<file path="config.mk">
export PLATFORM = sky130hd
export DESIGN_NAME = conv_window_addr_gen
export DESIGN_NICKNAME = d
export VERILOG_FILES = /design/src/rtl/conv_window_addr_gen.sv
export SDC_FILE = /design/constraint.sdc
export NUM_CORES = 1
export LEC_CHECK = 0
export ABC_AREA = 1
export BUFFER_PORTS_ARGS = -buffer_cell sky130_fd_sc_hd__buf_4
export CORE_UTILIZATION = 60
export DETAILED_ROUTE_END_ITERATION = 8
export PLACE_DENSITY = 0.76
export REMOVE_ABC_BUFFERS = 1
export SETUP_SLACK_MARGIN = 0.5
export SLEW_MARGIN = 25
export SYNTH_ARGS = -nofsm -noshare
export SYNTH_HDL_FRONTEND = slang
export SYNTH_SLANG_ARGS = --single-unit
</file>
<file path="constraint.sdc">
create_clock -name clk -period 5.9 [get_ports clk]
set_input_delay 1.18 -clock clk [delete_from_list [all_inputs] [get_ports clk]]
set_output_delay 1.18 -clock clk [all_outputs]
set_load 0.005 [all_outputs]
</file>
<file path="src/rtl/conv_window_addr_gen.sv">
// Sliding-window address generator: scans a row-major IMG_H x IMG_W map with a KxK window.
// Define CONV_WINDOW_ZERO_PAD_EN for "same" zero padding (pad flag, addr forced to 0 off-map).
module conv_window_addr_gen #(
    parameter int IMG_W      = 28,
    parameter int IMG_H      = 28,
    parameter int K          = 5,
    parameter int STRIDE     = 1,
    parameter int ADDR_WIDTH = 10
) (
    input  logic                  clk,
    input  logic                  rst,
    input  logic                  start,
    output logic                  busy,
    output logic                  done,
    output logic [ADDR_WIDTH-1:0] addr,
    output logic [5:0]            tap,
    output logic                  valid,
    input  logic                  ready,
    output logic                  tap_last,
    output logic                  frame_last,
    output logic                  pad
);

`ifdef CONV_WINDOW_ZERO_PAD_EN
    localparam int P = (K - 1) / 2;
`else
    localparam int P = 0;
`endif
    localparam int OUT_W = (IMG_W + 2 * P - K) / STRIDE + 1;
    localparam int OUT_H = (IMG_H + 2 * P - K) / STRIDE + 1;
    localparam int IW    = ADDR_WIDTH;

    typedef enum logic [1:0] {S_IDLE, S_RUN, S_DONE} state_t;

    state_t state, state_next;

    logic [2:0]    kc, kr, kc_ld, kr_ld;
    logic [IW-1:0] ocol, orow, ocol_ld, orow_ld;
    logic          kc_end, kr_end, ocol_end, orow_end;
    logic          fire, load;

    logic [ADDR_WIDTH-1:0] addr_ld;
    logic [5:0]            tap_ld;
    logic                  tap_last_ld, frame_last_ld, pad_ld;

    always_ff @(posedge clk) begin
        if (rst) state <= S_IDLE;
        else     state <= state_next;
    end

    always_comb begin
        state_next = state;
        case (state)
            S_IDLE:  if (start) state_next = S_RUN;
            S_RUN:   if (ready && frame_last) state_next = S_DONE;
            S_DONE:  state_next = S_IDLE;
            default: state_next = S_IDLE;
        endcase
    end

    always_comb begin
        busy  = (state == S_RUN);
        valid = (state == S_RUN);
        done  = (state == S_DONE);
    end

    always_comb begin
        fire = (state == S_RUN) && ready;
        load = ((state == S_IDLE) && start) || fire;
    end

    // Indices of the beat that will be presented after this edge; IDLE starts from all zeros.
    always_comb begin
        kc_end   = (kc == 3'(K - 1));
        kr_end   = (kr == 3'(K - 1));
        ocol_end = (ocol == IW'(OUT_W - 1));
        orow_end = (orow == IW'(OUT_H - 1));
        kc_ld    = kc;
        kr_ld    = kr;
        ocol_ld  = ocol;
        orow_ld  = orow;
        if (state == S_IDLE) begin
            kc_ld   = '0;
            kr_ld   = '0;
            ocol_ld = '0;
            orow_ld = '0;
        end else begin
            kc_ld = kc_end ? '0 : kc + 3'd1;
            if (kc_end)
                kr_ld = kr_end ? '0 : kr + 3'd1;
            if (kc_end && kr_end)
                ocol_ld = ocol_end ? '0 : ocol + IW'(1);
            if (kc_end && kr_end && ocol_end)
                orow_ld = orow_end ? '0 : orow + IW'(1);
        end
    end

`ifdef CONV_WINDOW_ZERO_PAD_EN
    localparam int RW = ADDR_WIDTH + 2;
    localparam logic signed [RW-1:0] H_S = RW'(IMG_H);
    localparam logic signed [RW-1:0] W_S = RW'(IMG_W);
    logic signed [RW-1:0] row_s, col_s;

    // Signed position so taps hanging off the top/left edge show up as negative.
    always_comb begin
        row_s   = RW'(orow_ld) * RW'(STRIDE) + RW'(kr_ld) - RW'(P);
        col_s   = RW'(ocol_ld) * RW'(STRIDE) + RW'(kc_ld) - RW'(P);
        pad_ld  = (row_s < 0) || (row_s >= H_S) || (col_s < 0) || (col_s >= W_S);
        addr_ld = pad_ld ? '0 : ADDR_WIDTH'(row_s * W_S + col_s);
    end
`else
    logic [ADDR_WIDTH-1:0] row_u, col_u;

    always_comb begin
        row_u   = ADDR_WIDTH'(orow_ld) * ADDR_WIDTH'(STRIDE) + ADDR_WIDTH'(kr_ld);
        col_u   = ADDR_WIDTH'(ocol_ld) * ADDR_WIDTH'(STRIDE) + ADDR_WIDTH'(kc_ld);
        addr_ld = row_u * ADDR_WIDTH'(IMG_W) + col_u;
        pad_ld  = 1'b0;
    end
`endif

    always_comb begin
        tap_ld        = 6'(kr_ld) * 6'(K) + 6'(kc_ld);
        tap_last_ld   = (kr_ld == 3'(K - 1)) && (kc_ld == 3'(K - 1));
        frame_last_ld = tap_last_ld && (ocol_ld == IW'(OUT_W - 1)) && (orow_ld == IW'(OUT_H - 1));
    end

    // Outputs only change on a load, so they hold while the consumer stalls.
    always_ff @(posedge clk) begin
        if (rst) begin
            kc         <= '0;
            kr         <= '0;
            ocol       <= '0;
            orow       <= '0;
            addr       <= '0;
            tap        <= '0;
            tap_last   <= 1'b0;
            frame_last <= 1'b0;
            pad        <= 1'b0;
        end else if (load) begin
            kc         <= kc_ld;
            kr         <= kr_ld;
            ocol       <= ocol_ld;
            orow       <= orow_ld;
            addr       <= addr_ld;
            tap        <= tap_ld;
            tap_last   <= tap_last_ld;
            frame_last <= frame_last_ld;
            pad        <= pad_ld;
        end
    end

endmodule

</file>
**Word-level counts from Yosys, hierarchy flattened**

Index checks and enable logic that the tools add are counted.

- $add $sub $neg: 8
- Multiply operators: 2
- Divide/modulo/power cells: 0
- $lt $le $gt $ge: 0
- Equal/unequal tests: 12
- Shifts and indexed selects: 0
- Muxes and demuxes: 14
- Bitwise logic cells: 0
- Reduce and logical (&&, ||, !) cells: 11

Operator list:

| operator | number |
|---|---|
| 10-bit two-way mux | 6 |
| 10-bit by 5-bit == test with 1-bit output (second input constant) | 4 |
| 10-bit by 1-bit adder with 10-bit output (second input constant) | 2 |
| 10-bit by 3-bit adder with 10-bit output | 2 |
| 3-bit two-way mux | 5 |
| 3-bit == test (second input constant) | 4 |
| 10-bit adder | 1 |
| 10-bit by 3-bit multiplier with 8-bit output (second input constant) | 1 |
| 1-bit logical AND | 8 |
| 3-bit by 1-bit adder with 3-bit output (second input constant) | 2 |
| 6-bit by 3-bit adder with 6-bit output | 1 |
| 3-bit by 3-bit multiplier with 6-bit output (second input constant) | 1 |
| 2-bit two-way mux | 2 |
| 2-bit one-hot mux with 2 select lines | 1 |
| 2-bit by 1-bit == test with 1-bit output (second input constant) | 1 |
| 2-bit == test (second input constant) | 1 |
| 2-bit logical NOT | 1 |
| 2-bit by 1-bit != test with 1-bit output (second input constant) | 1 |
| 2-bit != test (second input constant) | 1 |
| 2-bit AND reduction | 1 |
| 1-bit logical OR | 1 |

- Flip-flop bits (word level): 46
- Latch bits: 0
- Memory bits (writable): 0
- Memory bits (read-only): 0
- Input port bits: 4
- Logic and storage cells: 56
- Memories: 0

**Depth between registers and ports, before layout**

Gate-level depths: netlist of the first run.

- Word-level depth: 8
- Depth in mapped cells: 42

**Least setup slack after synthesis of the first run**

OpenSTA, ideal clock, no wires.

- Path type: reg2reg
- Start: register kc[0]
- End: register addr[9]
- Arrival time: 5,318 ps
- Required time: 5,791 ps
- Setup slack: 473 ps
- Stages on the path, launching flop included: 35
- Period minus slack after synthesis: 5,427 ps
- Cells stage by stage: dfxtp_1 -> inv_1 -> ha_1 -> nand2_4 -> inv_6 -> nand2_4 -> nand2_1 -> a311oi_1 -> ha_1 -> nand2_1 -> nor2_1 -> a211oi_1 -> xor2_2 -> xnor2_1 -> inv_1 -> ha_1 -> a21o_1 -> ha_1 -> a21oi_1 -> o21ai_0 -> xor2_1 -> ha_1 -> ha_1 -> a21oi_1 -> o21ai_0 -> a31oi_1 -> nand4_1 -> nand2_1 -> inv_1 -> nand3_1 -> nand2_1 -> nand2_1 -> nand3_1 -> nand2_1 -> inv_1

- Elaborated cells between the ends (all ways): 16

RTL lines:

| item | line | text |
|---|---|---|
| from (decl) | 37 | `logic [2:0] kc, kr, kc_ld, kr_ld;` |
| from (signal assigned) | 141 | `kc <= kc_ld;` |
| 3-bit == test | 74 | `kc_end = (kc == 3'(K - 1));` |
| 3-bit two-way mux | 89 | `if (kc_end)` |
| 3-bit two-way mux | 82 | `if (state == S_IDLE) begin` |
| via kr_ld[2] | 37 |  |
| 10-bit by 3-bit adder with 10-bit output | 115 | `row_u = ADDR_WIDTH'(orow_ld) * ADDR_WIDTH'(STRIDE) + ADDR_WIDTH'(kr_ld);` |
| 10-bit by 3-bit multiplier with 8-bit output | 117 | `addr_ld = row_u * ADDR_WIDTH'(IMG_W) + col_u;` |
| 10-bit adder | 117 |  |
| to (signal assigned) | 145 | `addr <= addr_ld;` |
| to (decl) | 15 | `output logic [ADDR_WIDTH-1:0] addr,` |

The timed path passes the listed nets, and every way through them passes these cells.
A chain may end at the register's enable or synchronous reset.

**Worst setup path in the final report of the first run**

- Start: register kc[0]
- End: register addr[9]

- Word-level cells in the longest chain between the ends: 8
- Elaborated cells between the ends (all ways): 16

Ends and longest elaborated chain:

| item | line | text |
|---|---|---|
| 3-bit == test | 74 |  |
| 1-bit logical AND (2 in series) | 93 | `if (kc_end && kr_end && ocol_end)` |
| 10-bit two-way mux | 93 |  |
| 10-bit two-way mux | 82 |  |
| via orow_ld[0] | 38 | `logic [IW-1:0] ocol, orow, ocol_ld, orow_ld;` |
| 10-bit by 3-bit adder with 10-bit output | 115 |  |
| 10-bit by 3-bit multiplier with 8-bit output | 117 |  |
| 10-bit adder | 117 |  |

The timed path passes the listed nets, and every way through them passes these cells.

==> results of run 1 <==
cell families (layout without fill, tap and decap cells):
kind of cell	Yosys count	in the layout	share of synthesized area
buf+inv	113	153	0.1109
xor+xnor	19	19	0.04390
flops	46	46	0.2325
other cells	1	1	0.0009467
compound gates	107	107	0.1513
simple gates	239	239	0.2893
fa+ha+maj	50	50	0.1712
power groups by stage:
stage / Sequential, W / Combinational, W / Clock (W)
2_1_floorplan: 0.000361 / 0.000161 / 0
3_3_place_gp: 0.000363 / 0.000222 / 0
3_5_place_dp: 0.000363 / 0.000228 / 0
4_1_cts: 0.000357 / 0.000245 / 0.000200
5_1_grt: 0.000362 / 0.000306 / 0.000214
6_report: 0.000359 / 0.000274 / 0.000200
worst reg2reg max path: cells and delay by family, from the launching register on:
| family | cells | cell delay [ps] |
|---|---|---|
| and+or+nand+nor | 13 | 1150 |
| DFF | 1 | 330 |
| buffers and inverters | 8 | 500 |
| AOI/OAI and AO/OA | 5 | 610 |
| xor gates and xnor gates | 2 | 360 |
| adders and majority gates | 8 | 2320 |
flip-flops by register name, summed over array words and instances, names as in the netlist:
| register | cells |
|---|---|
| addr | 10 |
| ocol | 10 |
| orow | 10 |
| tap | 6 |
| kc | 3 |
| kr | 3 |
| state | 2 |
| frame_last | 1 |
| tap_last | 1 |
worst max-delay path by stage:
stage          cells after the start  endpoint  slack [ps]
6_report                          36   addr[9]         560
5_1_grt                           35   addr[9]         220
4_1_cts                           37   addr[9]         510
3_5_place_dp                      37   addr[9]          80
3_3_place_gp                      37   addr[9]         290
2_1_floorplan                     34   addr[9]         420
cell type report:
class,instances,share of cell area
clock inverters,2,0.003165
well taps,77,0.02031
inverters,97,0.07940
flip-flops and latches,46,0.1957
repair buffers,49,0.07755
clock buffers,5,0.01451
multi-input cells,416,0.6093
metal layers:
metal | vias to the layer above | GRT usage | wire (microns)
met5 | - | 0 | 0
met4 | 0 | 0.09718 | 208
met3 | 22 | 0.04175 | 547
met2 | 131 | 0.4836 | 4975
met1 | 1728 | 0.3688 | 4447
li1 | 1950 | - | -
through the flow:
step	hold slack (ps)	utilization	power, W	worst slack, ps	area, sq um
2_1_floorplan	449.2	-	0.0005210	422.1	3891
3_3_place_gp	459.9	0.6623	0.0005850	286.6	4205
3_5_place_dp	466.7	0.6623	0.0005917	82.36	4205
4_1_cts	485.3	0.7062	0.0008019	512.5	4484
5_1_grt	505.1	0.7470	0.0008825	219.1	4743
6_report	485.6	0.7470	0.0008326	559.0	4743
synthesized netlist by cell type (all sizes together) (2+ instances only):
library cell and number:
a211oi 5, xor2 11, xnor2 8, nand3 41, a31oi 2, nor2 57, ha 43, clkbuf 12
inv 97, nor3 10, a21o 5, o21bai 7, buf 4, nand4 13, a21oi 40, o21ai 43
o211ai 3, fa 7, dfxtp 46, nand2 116
what timing repair did:
item	in CTS	in global routing
setup endpoints to repair	2	2
pin swaps	14	27
endpoints found under the hold margin	0	0
buffers inserted	5	15
gates resized for setup	28	39
==> flow_summary_export.csv, run 1 <==
group,metric,value,unit
pwr,power_leakage,2.368,nW
setup_path,startpoint_type,"flop",
setup_path,endpoint_kind,"flop",
pwr,power_switching,0.0002996,W
route,ant_nets,0,
global_route,grt_pass1_wl,16100,microns
clock_tree,postCtsHoldBufs,0,
timing,period_share,0.9052,
setup_path,path_buf_inv,8,
place,place_inst,665,
setup_path,crit_path_max_incr_delay,540,ps
yosys,postSynthCellCount,575,
pwr,p_seq_frac,0.431,
pwr,swShare,0.3599,
worst_hold_path,min_path_cells,2,
yosys,synth_area_leader_cell,"dfxtp_1",
timing,final-hold-violation-count,0,
yosys,synth_ff_type,"dfxtp_1",
finish,nFillCells,492,
setup_path,r2r_end,"addr[9]",
floorplan,ioPinCount,26,
worst_hold_path,hold_path.startpoint,"frame_last",
timing,finalSetupViolCount,0,
finish,areaGrowthSynthToFinish,19.74,%
yosys,syn_area_per_cell,6.889,sq um
floorplan,core-area,6350,sq um
yosys,synthTopCellsByArea,"dfxtp_1 23%, ha_1 14%, nand2_1 10%",
route,drt_iter0_markers,349,
floorplan,die_y,83.26,microns
global_route,antenna_found_initial,0,
timing,slew_violations,0,
route,drt_wl_total,10180,microns
setup_path,cpMostUsedCell,"inv_2",
setup_path,critPathTopFamily,"adder cells",
timing,worst_slew_pin_slew,938.7,ps
finish,instances_no_fill,692,
setup_path,worst-setup-path-type,"flop to flop",
floorplan,rows,29,
global_route,grt_max_degree,60,
place,gp_congestion,0.9382,
global_route,grt_pass1_vias,3571,
finish,drive_gt1_frac,0.2309,
finish,layout_common_cells,"98 x nand2_1, 78 x inv_1, 49 x nor2_1, 49 x buf_4, 40 x dfxtp_1",
yosys,ys_ff_latch,46,
global_route,grt_usage,0.2846,
clock_tree,clk_pin_slew_worst_paths,90,ps
clock_tree,clock_path_buffers,2,
yosys,async_flop_share,0,
timing,layout_min_cycle_time,5341,ps
yosys,synth_top_area_share,0.2325,
clock_tree,cts_tree,"done",
setup_path,startpoint,"kc[0]",
place,dp_hpwl,6729,microns
finish,register_area,928.4,sq um
worst_hold_path,min_to,"state[1]",
route,first_pass_iters,7,
finish,multi_input_area,2890,sq um
global_route,grt-ovfl-total,0,
floorplan,start_util,0.6238,
setup_path,cpMaxStageDelayCell,"fa_1",
floorplan,die_w,83.26,microns
clock_tree,ctsHtreeMaxLevel,2,
yosys,synth_edf_count,0,
yosys,ys_warn_count,0,
timing,relSlewSlack,0.3703,
setup_path,required,6120,ps
clock_tree,cts_buffers,5,
timing,clock.fmax,0.1872,GHz
setup_path,regToRegStartpoint,"kc[0]",
route,wl_per_cell,14.71,microns
status,status,"finished, final reports clean",
clock_tree,clock_latency,310,ps
clock_tree,cts_root_buf,"clkbuf_8",
yosys,synth-seq-area-share,0.2325,
floorplan,die_area,6931,sq um
pwr,pwr-share-comb,0.329,
setup_path,reg2regPathDepth,36,
finish,n_antenna_cell,0,
pwr,pwr-share-clk,0.240,
route,remaining_drc_errors,0,
yosys,ys_types,40,
pwr,p_int,0.0005330,W
setup_path,path_max_fanout,6,
route,vias,3831,
worst_hold_path,min_path_type,"flop to flop",
clock_tree,clkSinkCount,46,
timing,rsz0062_at_grt,"true",
finish,layout_commonest_cell,"nand2_1",
yosys,netlist_area,3961,sq um
place,portBuffers,24,
run,drv_cap,0,
timing,skew,6.493,ps
route,avgViaCountPerCell,5.536,
setup_path,r2r_slack,560,ps
timing,tns,0,ps
pwr,p_per_area,175.5,nW/um^2
finish,fin_nets,669,
setup_path,crit_arrival,5560,ps
pwr,peakVddDrop,0.1270,mV
Note: power is estimated with default switching activity, not from simulation.
==> inputs of run 2 (changes only) <==
BUFFER_PORTS_ARGS = -buffer_cell sky130_fd_sc_hd__clkbuf_2   (was -buffer_cell sky130_fd_sc_hd__buf_4)
CORE_UTILIZATION = 40   (was 60)
CTS_CLUSTER_DIAMETER = 100   (was unset)
PLACE_DENSITY = 0.54   (was 0.76)
==> run 2 against run 1 <==
  * Clock power up 51%
  * Setup slack better by 100 ps
  * Sequential share of layout area down 0.83 points
  * Fmax up 2.0%
  * Worst hold slack about the same
  * Clock-buffer cell count up 1
  * Core utilization down 22 points
  * Power up 12%
  * Largest cell class unchanged
  * Largest power group unchanged
==> flow_summary_export.csv, run 2 (synthesis results as in run 1) <==
group,metric,value,unit
timing,skew,8.951,ps
clock_tree,ctsHtreeMaxLevel,2,
clock_tree,clock_path_buffers,2,
clock_tree,clk_pin_slew_worst_paths,100,ps
status,status,"finished, final reports clean",
setup_path,crit_arrival,5460,ps
setup_path,crit_path_max_incr_delay,520,ps
global_route,grt_pass1_vias,3609,
timing,slew_violations,0,
route,first_pass_iters,4,
worst_hold_path,min_path_type,"flop to flop",
setup_path,path_buf_inv,10,
floorplan,ioPinCount,26,
finish,n_antenna_cell,0,
floorplan,die_area,10310,sq um
pwr,peakVddDrop,0.1021,mV
clock_tree,cts_buffers,5,
clock_tree,clock_latency,310,ps
timing,clock.fmax,0.1909,GHz
finish,layout_common_cells,"98 x nand2_1, 78 x inv_1, 48 x nor2_1",
pwr,power,0.0009311,W
floorplan,die_y,101.5,microns
setup_path,cpMaxStageDelayCell,"fa_1",
floorplan,die_w,101.5,microns
route,ant_nets,0,
pwr,power_leakage,2.467,nW
worst_hold_path,hold_path.startpoint,"tap_last",
setup_path,endpoint_kind,"flop",
setup_path,cpMostUsedCell,"inv_2",
global_route,antenna_found_initial,0,
finish,instances_no_fill,760,
worst_hold_path,min_to,"tap_last",
timing,layout_min_cycle_time,5237,ps
finish,areaGrowthSynthToFinish,24.89,%
run,drv_cap,0,
global_route,grt_pass1_wl,17030,microns
finish,drive_gt1_frac,0.2583,
setup_path,critPathTopFamily,"adder cells",
timing,final-hold-violation-count,0,
timing,finalSetupViolCount,0,
place,dp_hpwl,7034,microns
setup_path,reg2regPathDepth,39,
route,drt_wl_total,10220,microns
route,avgViaCountPerCell,4.978,
place,gp_congestion,0.8442,
global_route,grt_max_degree,60,
setup_path,path_max_fanout,5,
worst_hold_path,min_path_cells,2,
place,portBuffers,24,
global_route,grt-ovfl-total,0,
finish,fin_nets,684,
global_route,grt_usage,0.2093,
place,place_inst,720,
setup_path,required,6120,ps
floorplan,rows,35,
floorplan,start_util,0.4207,
clock_tree,clkSinkCount,46,
clock_tree,cts_root_buf,"clkbuf_8",
timing,relSlewSlack,0.3548,
floorplan,core-area,9415,sq um
timing,worst_slew_pin_slew,966.7,ps
route,wl_per_cell,13.45,microns
timing,rsz0062_at_grt,"true",
timing,period_share,0.8876,
setup_path,r2r_end,"addr[9]",
clock_tree,cts_tree,"done",
route,vias,3783,
pwr,p_per_area,188.2,nW/um^2
finish,layout_commonest_cell,"nand2_1",
setup_path,startpoint_type,"flop",
timing,tns,0,ps
route,remaining_drc_errors,0,
setup_path,worst-setup-path-type,"flop to flop",
setup_path,r2r_slack,660,ps
finish,largestRegisters,"addr (10), ocol (10), orow (10)",
route,drt_iter0_markers,175,
setup_path,regToRegStartpoint,"kc[0]",
[run 2: changes by cell type in the layout (fill, tap and decap cells not counted), moves of 2 or more]
cell,delta
bufinv_16,+2
clkbuf_2,+24
ha_1,-3
nor2_2,+2
inv_2,+2
ha_4,+3
buf_4,-10
clkinvlp_4,-2
[run 2: what timing repair did]
action,CTS,global route
resized for setup,32,35
hold buffers,0,0
endpoints found under the setup margin,2,2
pin swaps,16,32
setup buffers,12,20
[run 2: per-layer routing]
layer / wire length [microns] / vias up / share of wire / global-route usage
met1: 4965 / 1726 / 0.49 / 0.2806
li1: - / 1985 / - / -
met5: 0 / - / 0 / 0
met2: 4831 / 65 / 0.47 / 0.3576
met4: 112 / 0 / 0.011 / 0.04571
met3: 312 / 7 / 0.031 / 0.02761
[run 2: cell type report]
cell class,instances,area [sq um]
fill,923,4468
multi-input combinational,416,2920
sequential,46,927.1
timing repair buffer,64,424.2
inverter,97,371.6
tap,129,161.4
clock buffer,6,82.58
clock inverter,2,60.06
[run 2: worst register-to-register path: cells and delay by family (launching register included)]
kind | cells | cell delay, ps
AOI/OAI and AO/OA | 5 | 550
xor gates and xnor gates | 1 | 160
adders and majority gates | 7 | 1990
buffers and inverters | 10 | 720
DFF | 1 | 330
and+or+nand+nor | 16 | 1410
[run 2: power breakdown]
group	leakage, nW	internal (W)	total, W	switching, W
sequential	0.380	0.000337	0.000358	0.0000211
clock	0.0714	0.000181	0.000303	0.000122
combinational	2.02	0.000114	0.000270	0.000157
[run 2: how the worst max path moves through the flow]
stage	from	end	slack, ps	cells after the start
floorplan	kc[0]	addr[9]	420	34
global placement	kc[0]	addr[9]	230	37
detailed placement	kc[0]	addr[9]	-20	37
CTS	kr[0]	addr[9]	510	36
global route	kc[0]	addr[9]	390	39
finish	kc[0]	addr[9]	660	39
[run 2: through the flow]
stage | utilization | cell area, sq um | setup WS, ps | hold WS, ps
2_1_floorplan | - | 3891 | 422.1 | 449.2
3_3_place_gp | 0.4498 | 4235 | 226.5 | 455.9
3_5_place_dp | 0.4498 | 4235 | -17.67 | 463.9
4_1_cts | 0.4912 | 4624 | 512.2 | 483.4
5_1_grt | 0.5254 | 4947 | 391.5 | 497.1
6_report | 0.5254 | 4947 | 663.0 | 485.6
